### src/rtl/run_pattern_generator.sv
// run_pattern_generator
// Serial stimulus source for the zero-detector path. An accepted start emits
// N ones followed by one terminating zero on x_out_o, together with the
// expected Mealy detector response on exp_y_o.
//
// Optional feature macro: RUN_GEN_REPEAT_EN adds repeat_i, which chains
// patterns back to back (period N+1) instead of returning to IDLE.
//
// Ports:
//   clock      rising-edge clock
//   reset      asynchronous, active-low reset
//   start_i    pattern request, accepted only while ready_o=1
//   run_len_i  run length N, sampled with an accepted start
//   repeat_i   (RUN_GEN_REPEAT_EN only) restart from ZERO when N != 0
//   ready_o    idle, able to accept start
//   busy_o     pattern in progress (always ~ready_o)
//   x_out_o    serial pattern bit, drives the detector x_in
//   done_o     one-cycle pulse during the terminating-zero cycle
//   exp_y_o    expected detector output, 1 in the zero cycle when N >= 1
//   pkt_cnt_o  completed-pattern counter, wraps modulo 2^PKT_W
module run_pattern_generator #(
    parameter int unsigned CNT_W = 4,
    parameter int unsigned PKT_W = 8
) (
    input  logic             clock,
    input  logic             reset,
    input  logic             start_i,
    input  logic [CNT_W-1:0] run_len_i,
`ifdef RUN_GEN_REPEAT_EN
    input  logic             repeat_i,
`endif
    output logic             ready_o,
    output logic             busy_o,
    output logic             x_out_o,
    output logic             done_o,
    output logic             exp_y_o,
    output logic [PKT_W-1:0] pkt_cnt_o
);

    typedef enum logic [1:0] {
        ST_IDLE = 2'd0,
        ST_ONES = 2'd1,
        ST_ZERO = 2'd2
    } state_e;

    state_e             state_q;
    logic [CNT_W-1:0]   cnt_q;
    logic [CNT_W-1:0]   len_q;
    logic               x_q;
    logic               done_q;
    logic               exp_y_q;
    logic               ready_q;
    logic               busy_q;
    logic [PKT_W-1:0]   pkt_q;
    logic               repeat_c;

    // Restart request seen in ZERO; tied off when the feature is absent.
`ifdef RUN_GEN_REPEAT_EN
    assign repeat_c = repeat_i;
`else
    assign repeat_c = 1'b0;
`endif

    // Single-process Moore FSM; every output is a register written alongside
    // the state transition that produces it.
    always_ff @(posedge clock or negedge reset) begin
        if (!reset) begin
            state_q <= ST_IDLE;
            cnt_q   <= '0;
            len_q   <= '0;
            x_q     <= 1'b0;
            done_q  <= 1'b0;
            exp_y_q <= 1'b0;
            ready_q <= 1'b1;
            busy_q  <= 1'b0;
            pkt_q   <= '0;
        end else begin
            case (state_q)
                ST_IDLE: begin
                    if (start_i) begin
                        len_q   <= run_len_i;
                        ready_q <= 1'b0;
                        busy_q  <= 1'b1;
                        if (run_len_i != '0) begin
                            cnt_q   <= run_len_i - CNT_W'(1);
                            x_q     <= 1'b1;
                            state_q <= ST_ONES;
                        end else begin
                            // Lone zero: no preceding one, so no detection.
                            x_q     <= 1'b0;
                            done_q  <= 1'b1;
                            exp_y_q <= 1'b0;
                            state_q <= ST_ZERO;
                        end
                    end
                end

                ST_ONES: begin
                    if (cnt_q == '0) begin
                        x_q     <= 1'b0;
                        done_q  <= 1'b1;
                        exp_y_q <= (len_q != '0);
                        state_q <= ST_ZERO;
                    end else begin
                        cnt_q <= cnt_q - CNT_W'(1);
                    end
                end

                ST_ZERO: begin
                    pkt_q   <= pkt_q + PKT_W'(1);
                    done_q  <= 1'b0;
                    exp_y_q <= 1'b0;
                    if (repeat_c && (len_q != '0)) begin
                        // Chain straight into the next run, skipping IDLE.
                        cnt_q   <= len_q - CNT_W'(1);
                        x_q     <= 1'b1;
                        state_q <= ST_ONES;
                    end else begin
                        x_q     <= 1'b0;
                        ready_q <= 1'b1;
                        busy_q  <= 1'b0;
                        state_q <= ST_IDLE;
                    end
                end

                default: begin
                    x_q     <= 1'b0;
                    done_q  <= 1'b0;
                    exp_y_q <= 1'b0;
                    ready_q <= 1'b1;
                    busy_q  <= 1'b0;
                    state_q <= ST_IDLE;
                end
            endcase
        end
    end

    assign ready_o   = ready_q;
    assign busy_o    = busy_q;
    assign x_out_o   = x_q;
    assign done_o    = done_q;
    assign exp_y_o   = exp_y_q;
    assign pkt_cnt_o = pkt_q;

endmodule

### config.mk
export PLATFORM = sky130hd
export DESIGN_NAME = run_pattern_generator
export DESIGN_NICKNAME = d
export VERILOG_FILES = /design/src/rtl/run_pattern_generator.sv
export SDC_FILE = /design/constraint.sdc
export NUM_CORES = 1
export LEC_CHECK = 0
export CAP_MARGIN = 40
export CORE_AREA = 3 3 49 62
export CTS_CLUSTER_SIZE = 14
export DETAILED_ROUTE_END_ITERATION = 10
export DIE_AREA = 0 0 52 65
export MAX_ROUTING_LAYER = met4
export PLACE_DENSITY = 0.7
export SYNTH_ARGS = -nofsm -noshare
export SYNTH_HDL_FRONTEND = slang
export SYNTH_SLANG_ARGS = --single-unit
### constraint.sdc
create_clock -name clock -period 1.7 [get_ports clock]
set_input_delay 0.17 -clock clock [delete_from_list [all_inputs] [get_ports clock]]
set_output_delay 0.17 -clock clock [all_outputs]
set_load 0.01 [all_outputs]
Word-level counts from Yosys, hierarchy flattened --
Cells that the tools add are included.
Word-level totals: flip-flop bits (word level) 23, bits of input ports 7, output and inout port bits 13, logic and storage cells 54
Operators by class: add/sub/neg operators 3, equality and inequality tests 7, muxes and demuxes 24, bitwise operators 1, reductions and logical operators 10
Operators by type and width (number):
- 2-to-1 mux 4 bit | 3
- 2-to-1 mux 1 bit | 11
- != test 2 bit (second input constant) | 5
- one-hot mux 1 bit (2 select lines) | 5
- adder 8 x 1 -> 8 bit (second input constant) | 1
- one-hot mux 4 bit (2 select lines) | 1
- nonzero test 4 bit | 2
- subtractor 4 x 1 -> 4 bit (second input constant) | 2
- 2-to-1 mux 2 bit | 3
- AND reduction 2 bit | 3
- logical NOT 4 bit | 1
- one-hot mux 2 bit (2 select lines) | 1
- AND reduction 4 bit | 1
- AND reduction 3 bit | 1
- == test 2 x 1 -> 1 bit (second input constant) | 1
- == test 2 bit (second input constant) | 1
- logical NOT 2 bit | 1
- nonzero test 2 bit | 1
- inverter 1 bit | 1

Longest topological paths before layout --
Gate-level depths: netlist of the first run.
depth after elaboration 4, depth in mapped cells 6, gate-level depth less buffers 5

Worst setup path after synthesis of the first run --
No wires, ideal clock.
path kind register to register, from register state_q[1], to register cnt_q[0], library setup time 0.125 ns, arrival time 1.432 ns, data required time 1.575 ns, setup slack 0.143 ns, cell stages (with the launch flop) 5, buffers on the path 1, clock period less this slack 1.557 ns, cell sequence dfrtp_1 or3b_1 buf_6 o22ai_2 mux2_4
Between the ends: longest elaborated chain between the ends 3, elaborated cells between the ends (all ways) 8, those cells by class eq/ne: 4; mux: 1; reduce/logical: 3
RTL lines:
- from (decl) | RTL line 46 | state_e state_q;
- from (signal assigned) | RTL line 68 | state_q <= ST_IDLE;
- from (signal assigned) | RTL line 87 | state_q <= ST_ONES;
- from (signal assigned) | RTL line 93 | state_q <= ST_ZERO;
- == test 2 x 1 -> 1 bit / logical NOT 2 bit (equally long branches) | RTL line 78 | case (state_q)
- != test 2 bit (no source line) / nonzero test 2 bit (equally long branches)
- AND reduction 4 bit (no source line)
- to (signal assigned) | RTL line 85 | cnt_q <= run_len_i - CNT_W'(1);
- to (signal assigned) | RTL line 105 | cnt_q <= cnt_q - CNT_W'(1);
- to (signal assigned) | RTL line 115 | cnt_q <= len_q - CNT_W'(1);
- to (decl) | RTL line 47 | logic [CNT_W-1:0] cnt_q;
Parallel ways exist; a longest one is shown, timed or not. A chain may end at the register's enable or synchronous reset.

Worst setup path in the final report of the first run --
from register cnt_q[2], to register exp_y_q, in the netlist exp_y_o
Between the ends: longest elaborated chain between the ends 3
RTL lines:
- logical NOT 4 bit | RTL line 99 | if (cnt_q == '0) begin
- != test 2 bit (no source line)
- AND reduction 3 bit (no source line)
- to (signal assigned) | RTL line 102 | exp_y_q <= (len_q != '0);
- to (decl) | RTL line 51 | logic exp_y_q;
Every way passes these cells.

==> summary.md, run 1 <==
| Metric | Value |
|---|---|
| Clock sink total | 23 |
| Critical path endpoint category | flip-flop |
| Post-Synthesis Mean Instance Area | 10.7 um^2 |
| Clock tree from TritonCTS | built |
| Clock Pin Slew Worst Setup and Hold Paths | 120 ps |
| Synthesized netlist net count | 113 |
| Root buffer cell | sky130_fd_sc_hd__clkbuf_4 |
| Clock insertion delay at the later pin of the skew report | 300 ps |
| Data required time at the worst endpoint | 1940 ps |
| Power Density | 1500 nW/um^2 |
| Launch point of the worst path | cnt_q[2] |
| Commonest non-fill, non-tap cell in the layout | sky130_fd_sc_hd__dfrtp_1 |
| Signed area change from the synthesized netlist to the final layout | 30.6% |
| Number of synthesized register bits | 23 |
| Critical path endpoint | exp_y_o |
| DPL Wire Length | 1860 um |
| FF-to-FF End | exp_y_o |
| Antenna Diode Count | 0 |
| Syn Inst Count | 104 |
| Placement row count | 20 |
| Cts bufs inserted | 3 |
| Headroom to the max-slew limit | 0.665 |
| Routability congestion estimate | 0.814 |
| PnR Total Power | 2.18 mW |
| DRC violation total after the first TritonRoute iteration | 22 |
| Worst hold slack across all endpoints | 166 ps |
| Antenna violations before repair | 0 |
| Max-cap violations | 0 |
| Number of failing setup endpoints in the final timing report | 0 |
| Maximum fanout count along the critical path | 7 |
| DRT Pass-1 Iters | 4 |
| Overall die area | 3380 um^2 |
| Number of global-route vias before repair | 908 |
| Cell depth of the worst flop-to-flop path | 3 |
| Launching point of the worst reg2reg path | cnt_q[2] |
| Count of filler cells inserted in the layout | 203 |
| Wire length of the first global-routing pass | 3840 um |
| Core Area | 2480 um^2 |
| Flop2flop setup slack | 80 ps |
| Final critical delay including setup and external delays | 1620 ps |
| Total of cells resized after clock tree synthesis | 0 |
| Count of buffers inserted at the top-level ports | 19 |
| Final wirelength | 2340 um |
| Drt wl/cell | 13.7 um |
| Clock tree buffer depth | 2 |
| Area occupied by registers | 577 um^2 |
| GRT overflow | 0 |
| Synthesis warning total | 0 |
| CTS H-tree depth | 1 |
| Remaining DRCs | 0 |
| Startpoint type of the worst setup path | flip-flop |
| Post-Syn Area | 1110 um^2 |
| Number of pins with negative max-slew slack in the final report | 0 |
| Unrepaired setup endpoints after global routing | false |
| Vias/cell | 5.33 |
| Run status | complete, no violations |
| Clk_skew | 5.87 ps |
| Number of vias in the routed layout | 912 |
| Die span in x | 52 um |
| Nets | 148 |
| Initial standard-cell utilization of the core | 0.450 |
| Arrival time of the worst setup path | 1860 ps |
| Global router's overall resource usage | 0.151 |
| Combined area of the multi-input logic cells | 498 um^2 |
| Setup Crit Path Kind | reg2reg |
| Post-synth top flop | sky130_fd_sc_hd__dfrtp_1 |
| Actual slew at the worst max-slew pin | 498 ps |
| Post-detailed-route count of antenna-violating nets | 0 |
| Fraction of registers with async set or reset after synthesis | 1.00 |
| VDD IR max | 0.763 mV |
| I/O pin total | 20 |
| Total count of hold-check failures in the final report | 0 |
| Lkg Pwr | 0.670 nW |
| Number of enable flip-flop cells after synthesis | 0 |
| Most frequent cells in the layout | 22 x sky130_fd_sc_hd__dfrtp_1, 19 x sky130_fd_sc_hd__clkdlybuf4s50_1, 14 x sky130_fd_sc_hd__nand2_1, 14 x sky130_fd_sc_hd__buf_4, 7 x sky130_fd_sc_hd__nor2_1 |
| Final critical-path share of the clock period | 0.954 |
| Register area share after synthesis | 0.517 |
| Highest clock rate | 617 MHz |
| Total setup buffers inserted after CTS | 0 |
| Largest net degree at the start of global routing | 16 |
| Yosys cell types | 36 |
| Kind of path behind the tightest hold check | in2async |
| Die height | 65 um |
| Hold_buf cts | 0 |
| Share of cells above drive strength 1 | 0.174 |
==> worst min-delay path by stage <==
stage | start | endpoint | slack (ps) | cells after the start
6_report | reset | cnt_q[1] | 170 | 1
5_1_grt | reset | cnt_q[1] | 180 | 1
4_1_cts | reset | cnt_q[1] | 170 | 1
3_5_place_dp | pkt_cnt_o[7] | pkt_cnt_o[7] | 460 | 1
3_3_place_gp | pkt_cnt_o[7] | pkt_cnt_o[7] | 450 | 1
2_1_floorplan | reset | busy_o | -130 | 0
==> layout make-up <==
| class | instances | share of cell area |
|---|---|---|
| inverters | 5 | 0.0129 |
| repair buffers | 33 | 0.203 |
| clock buffers | 4 | 0.0180 |
| well taps | 33 | 0.0284 |
| flip-flops and latches | 23 | 0.396 |
| multi-input cells | 73 | 0.342 |
==> report_power, final <==
group	internal (mW)	switching (mW)	leakage, nW	total, mW
combinational	0.558	0.427	0.368	0.985
sequential	0.751	0.200	0.287	0.951
clock	0.0913	0.151	0.0150	0.243
total	1.40	0.778	0.670	2.18
==> sequential cells by signal, summed over array words and instances (netlist names) <==
register,flops
cnt_q,4
exp_y_o,1
busy_o,1
pkt_cnt_o,8
x_out_o,1
done_o,1
ready_o,1
state_q,2
len_q,4
==> per-stage QoR <==
step	setup TNS [ps]	cells	worst slack [ps]	area, um^2	util
CTS	0	171	97.8	1460	0.588
global route	0	171	10.6	1460	0.588
floorplan	0	104	143	1110	-
finish	0	171	78.2	1460	0.588
detailed placement	-76.2	167	-59.1	1430	0.577
global placement	-11.2	167	-11.2	1430	0.577
==> Yosys cell counts (2+ instances only) <==
| library cell | n | area (um^2) |
|---|---|---|
| sky130_fd_sc_hd__a21oi_1 | 4 | 20.0 |
| sky130_fd_sc_hd__nand4_1 | 2 | 12.5 |
| sky130_fd_sc_hd__a221oi_1 | 2 | 17.5 |
| sky130_fd_sc_hd__buf_2 | 2 | 10.0 |
| sky130_fd_sc_hd__or4_1 | 2 | 15.0 |
| sky130_fd_sc_hd__xor2_1 | 4 | 35.0 |
| sky130_fd_sc_hd__nor2_1 | 7 | 26.3 |
| sky130_fd_sc_hd__xnor2_1 | 3 | 26.3 |
| sky130_fd_sc_hd__o32ai_1 | 2 | 17.5 |
| sky130_fd_sc_hd__ha_1 | 2 | 25.0 |
| sky130_fd_sc_hd__mux2i_1 | 3 | 30.0 |
| sky130_fd_sc_hd__nand2b_1 | 2 | 12.5 |
| sky130_fd_sc_hd__dfrtp_1 | 22 | 551 |
| sky130_fd_sc_hd__inv_1 | 5 | 18.8 |
| sky130_fd_sc_hd__nand3_1 | 4 | 20.0 |
| sky130_fd_sc_hd__nor3_1 | 3 | 15.0 |
| sky130_fd_sc_hd__nand2_1 | 14 | 52.6 |
| sky130_fd_sc_hd__nor4_1 | 3 | 18.8 |
==> critical path: stages, from the launching register on <==
cell                      delay [ps]
sky130_fd_sc_hd__dfrtp_1         460
sky130_fd_sc_hd__or4_1           620
sky130_fd_sc_hd__nor4_1          320
sky130_fd_sc_hd__a31o_1          160
==> metal layers <==
metal | global-route usage | share of wire
met3 | 0.0230 | 0.043
met1 | 0.163 | 0.41
met5 | - | 0
met4 | 0.0557 | 0.018
met2 | 0.270 | 0.53
==> cells by family after synthesis <==
kind of cell | share of synthesized area
AOI/OAI and AO/OA | 0.0999
xor gates and xnor gates | 0.0550
adders and majority gates | 0.0224
buffers and inverters | 0.0359
DFF | 0.517
muxes | 0.0505
and+or+nand+nor | 0.219
Power figures use the tool's default switching activity.
==> run 2, diff against run 1 <==
--- a/config.mk
+++ b/config.mk
@@ -12,6 +12,8 @@
 export DIE_AREA = 0 0 52 65
 export MAX_ROUTING_LAYER = met4
 export PLACE_DENSITY = 0.7
+export SKIP_CTS_REPAIR_TIMING = 1
+export SLEW_MARGIN = 20
 export SYNTH_ARGS = -nofsm -noshare
 export SYNTH_HDL_FRONTEND = slang
 export SYNTH_SLANG_ARGS = --single-unit
==> results of run 2 <==
Same layout as run 1: the final DEF is identical, and so are final timing and power.
==> run 3, diff against run 2 <==
--- a/config.mk
+++ b/config.mk
@@ -10,10 +10,10 @@
 export CTS_CLUSTER_SIZE = 14
 export DETAILED_ROUTE_END_ITERATION = 10
 export DIE_AREA = 0 0 52 65
-export MAX_ROUTING_LAYER = met4
+export HOLD_SLACK_MARGIN = 0.12
 export PLACE_DENSITY = 0.7
 export SKIP_CTS_REPAIR_TIMING = 1
-export SLEW_MARGIN = 20
+export SLEW_MARGIN = 15
 export SYNTH_ARGS = -nofsm -noshare
 export SYNTH_HDL_FRONTEND = slang
 export SYNTH_SLANG_ARGS = --single-unit
==> summary.md, run 3 (synthesis results as in run 1) <==
| Metric | Value |
|---|---|
| Clock sink total | 23 |
| Highest clock rate | 629 MHz |
| Total count of hold-check failures in the final report | 0 |
| Final wirelength | 2310 um |
| Headroom to the max-slew limit | 0.696 |
| Startpoint type of the worst setup path | flip-flop |
| Clk_skew | 5.88 ps |
| Data required time at the worst endpoint | 1920 ps |
| Largest register FFs | 8 |
| Nets | 148 |
| Clock Pin Slew Worst Setup and Hold Paths | 130 ps |
| I/O pin total | 20 |
| VDD IR max | 0.914 mV |
| Run status | complete, no violations |
| Maximum fanout count along the critical path | 7 |
| Kind of path behind the tightest hold check | in2async |
| Area occupied by registers | 577 um^2 |
| Placement row count | 20 |
| Count of buffers inserted at the top-level ports | 19 |
| Count of filler cells inserted in the layout | 218 |
| Number of vias in the routed layout | 900 |
| Clock tree buffer depth | 2 |
| Largest net degree at the start of global routing | 17 |
| Vias/cell | 5.26 |
| Setup TNS Final | 0 ps |
| Die height | 65 um |
| Launch point of the worst path | state_q[1] |
| Global router's overall resource usage | 0.154 |
| Most frequent cells in the layout | 22 x sky130_fd_sc_hd__dfrtp_1, 19 x sky130_fd_sc_hd__clkdlybuf4s50_1, 14 x sky130_fd_sc_hd__nand2_1 |
| Post-detailed-route count of antenna-violating nets | 0 |
| Antenna Diode Count | 0 |
| Launching point of the worst reg2reg path | state_q[1] |
| Worst hold slack across all endpoints | 156 ps |
| Number of failing setup endpoints in the final timing report | 0 |
| Cts bufs inserted | 3 |
| Die span in x | 52 um |
| Share of cells above drive strength 1 | 0.188 |
| Critical path endpoint category | flip-flop |
| Commonest non-fill, non-tap cell in the layout | sky130_fd_sc_hd__dfrtp_1 |
| Number of pins with negative max-slew slack in the final report | 0 |
| Overall die area | 3380 um^2 |
| Kind of cell adding the most delay to the critical path | flip-flops |
| Initial standard-cell utilization of the core | 0.450 |
| List of cells traversed by the critical path | nand2b_1 -> mux2i_1 -> ha_1 -> nor2_1 -> a221oi_1 |
| Signed area change from the synthesized netlist to the final layout | 32.4% |
| DPL Wire Length | 1820 um |
| Number of global-route vias before repair | 905 |
| Clock insertion delay at the later pin of the skew report | 310 ps |
| Area post-placement | 1440 um^2 |
| DRT Pass-1 Iters | 4 |
| Setup Crit Path Kind | reg2reg |
| Fin worst setup slack | 111 ps |
| Critical path endpoint | cnt_q[2] |
| Cell type of the slowest stage on the worst timing path | sky130_fd_sc_hd__dfrtp_1 |
| DRC violation total after the first TritonRoute iteration | 30 |
| Arrival time of the worst setup path | 1810 ps |
| Cell depth of the worst flop-to-flop path | 5 |
| Core Area | 2480 um^2 |
| Combined buffer and inverter count along the critical path | 0 |
| Drt wl/cell | 13.5 um |
| Clock tree from TritonCTS | built |
| Root buffer cell | sky130_fd_sc_hd__clkbuf_4 |
| Final critical-path share of the clock period | 0.935 |
| Remaining DRCs | 0 |
| Combined area of the multi-input logic cells | 504 um^2 |
| Pre-CTS setup slack | -17.4 ps |
| CTS H-tree depth | 1 |
| Routability congestion estimate | 0.813 |
| Max-cap violations | 0 |
| Lkg Pwr | 0.678 nW |
| GRT overflow | 0 |
| Antenna violations before repair | 0 |
| Power Density | 1490 nW/um^2 |
| FF-to-FF End | cnt_q[2] |
| Unrepaired setup endpoints after global routing | false |
| Wire length of the first global-routing pass | 3910 um |
| Critical path's largest stage delay | 480 ps |
| Post-route design area | 1480 um^2 |
| Critical path depth | 5 |
| Actual slew at the worst max-slew pin | 455 ps |
| Flop2flop setup slack | 110 ps |
| Final critical delay including setup and external delays | 1590 ps |
[run 3: cell count changes in the layout (fill, tap and decap cells not counted)]
cell,change
sky130_fd_sc_hd__clkinv_2,+1
sky130_fd_sc_hd__buf_4,-1
sky130_fd_sc_hd__buf_12,+1
sky130_fd_sc_hd__nor4_2,+1
sky130_fd_sc_hd__clkbuf_1,-1
sky130_fd_sc_hd__nor4_1,-1
[run 3: how the worst min path moves through the flow]
stage | start | to | slack, ps | cells after the start
final | reset | len_q[1] | 160 | 1
after global routing | reset | len_q[0] | 160 | 1
after CTS | reset | len_q[1] | 160 | 1
after detailed placement | pkt_cnt_o[7] | pkt_cnt_o[7] | 460 | 1
after global placement | pkt_cnt_o[7] | pkt_cnt_o[7] | 460 | 1
after floorplan | reset | busy_o | -130 | 0
[run 3: layout make-up]
cell class / count / area share
Clock buffer: 3 / 0.0153
Clock inverter: 1 / 0.00339
Inverter: 5 / 0.0127
Multi-Input combinational cell: 73 / 0.342
Sequential cell: 23 / 0.391
Tap cell: 33 / 0.0280
Timing Repair Buffer: 33 / 0.208
[run 3: metal layers]
layer | part of all wire | track usage | routed length [um] | up-vias
li1 | - | - | - | 439
met1 | 0.41 | 0.166 | 947 | 432
met2 | 0.53 | 0.286 | 1230 | 24
met3 | 0.037 | 0.0207 | 86 | 5
met4 | 0.020 | 0.0689 | 47 | 0
met5 | 0 | 0 | 0 | -
[run 3: report_power, final]
group / switching (mW) / internal (mW) / total, mW / leakage, nW
combinational: 0.430 / 0.563 / 0.994 / 0.373
sequential: 0.208 / 0.751 / 0.959 / 0.287
clock: 0.163 / 0.0879 / 0.251 / 0.0177
[run 3: through the flow]
step	util	total power, mW	std cells
2_1_floorplan	-	1.52	104
3_5_place_dp	0.582	1.96	167
4_1_cts	0.593	2.21	171
6_report	0.596	2.20	171
3_3_place_gp	0.582	1.92	167
5_1_grt	0.596	2.37	171
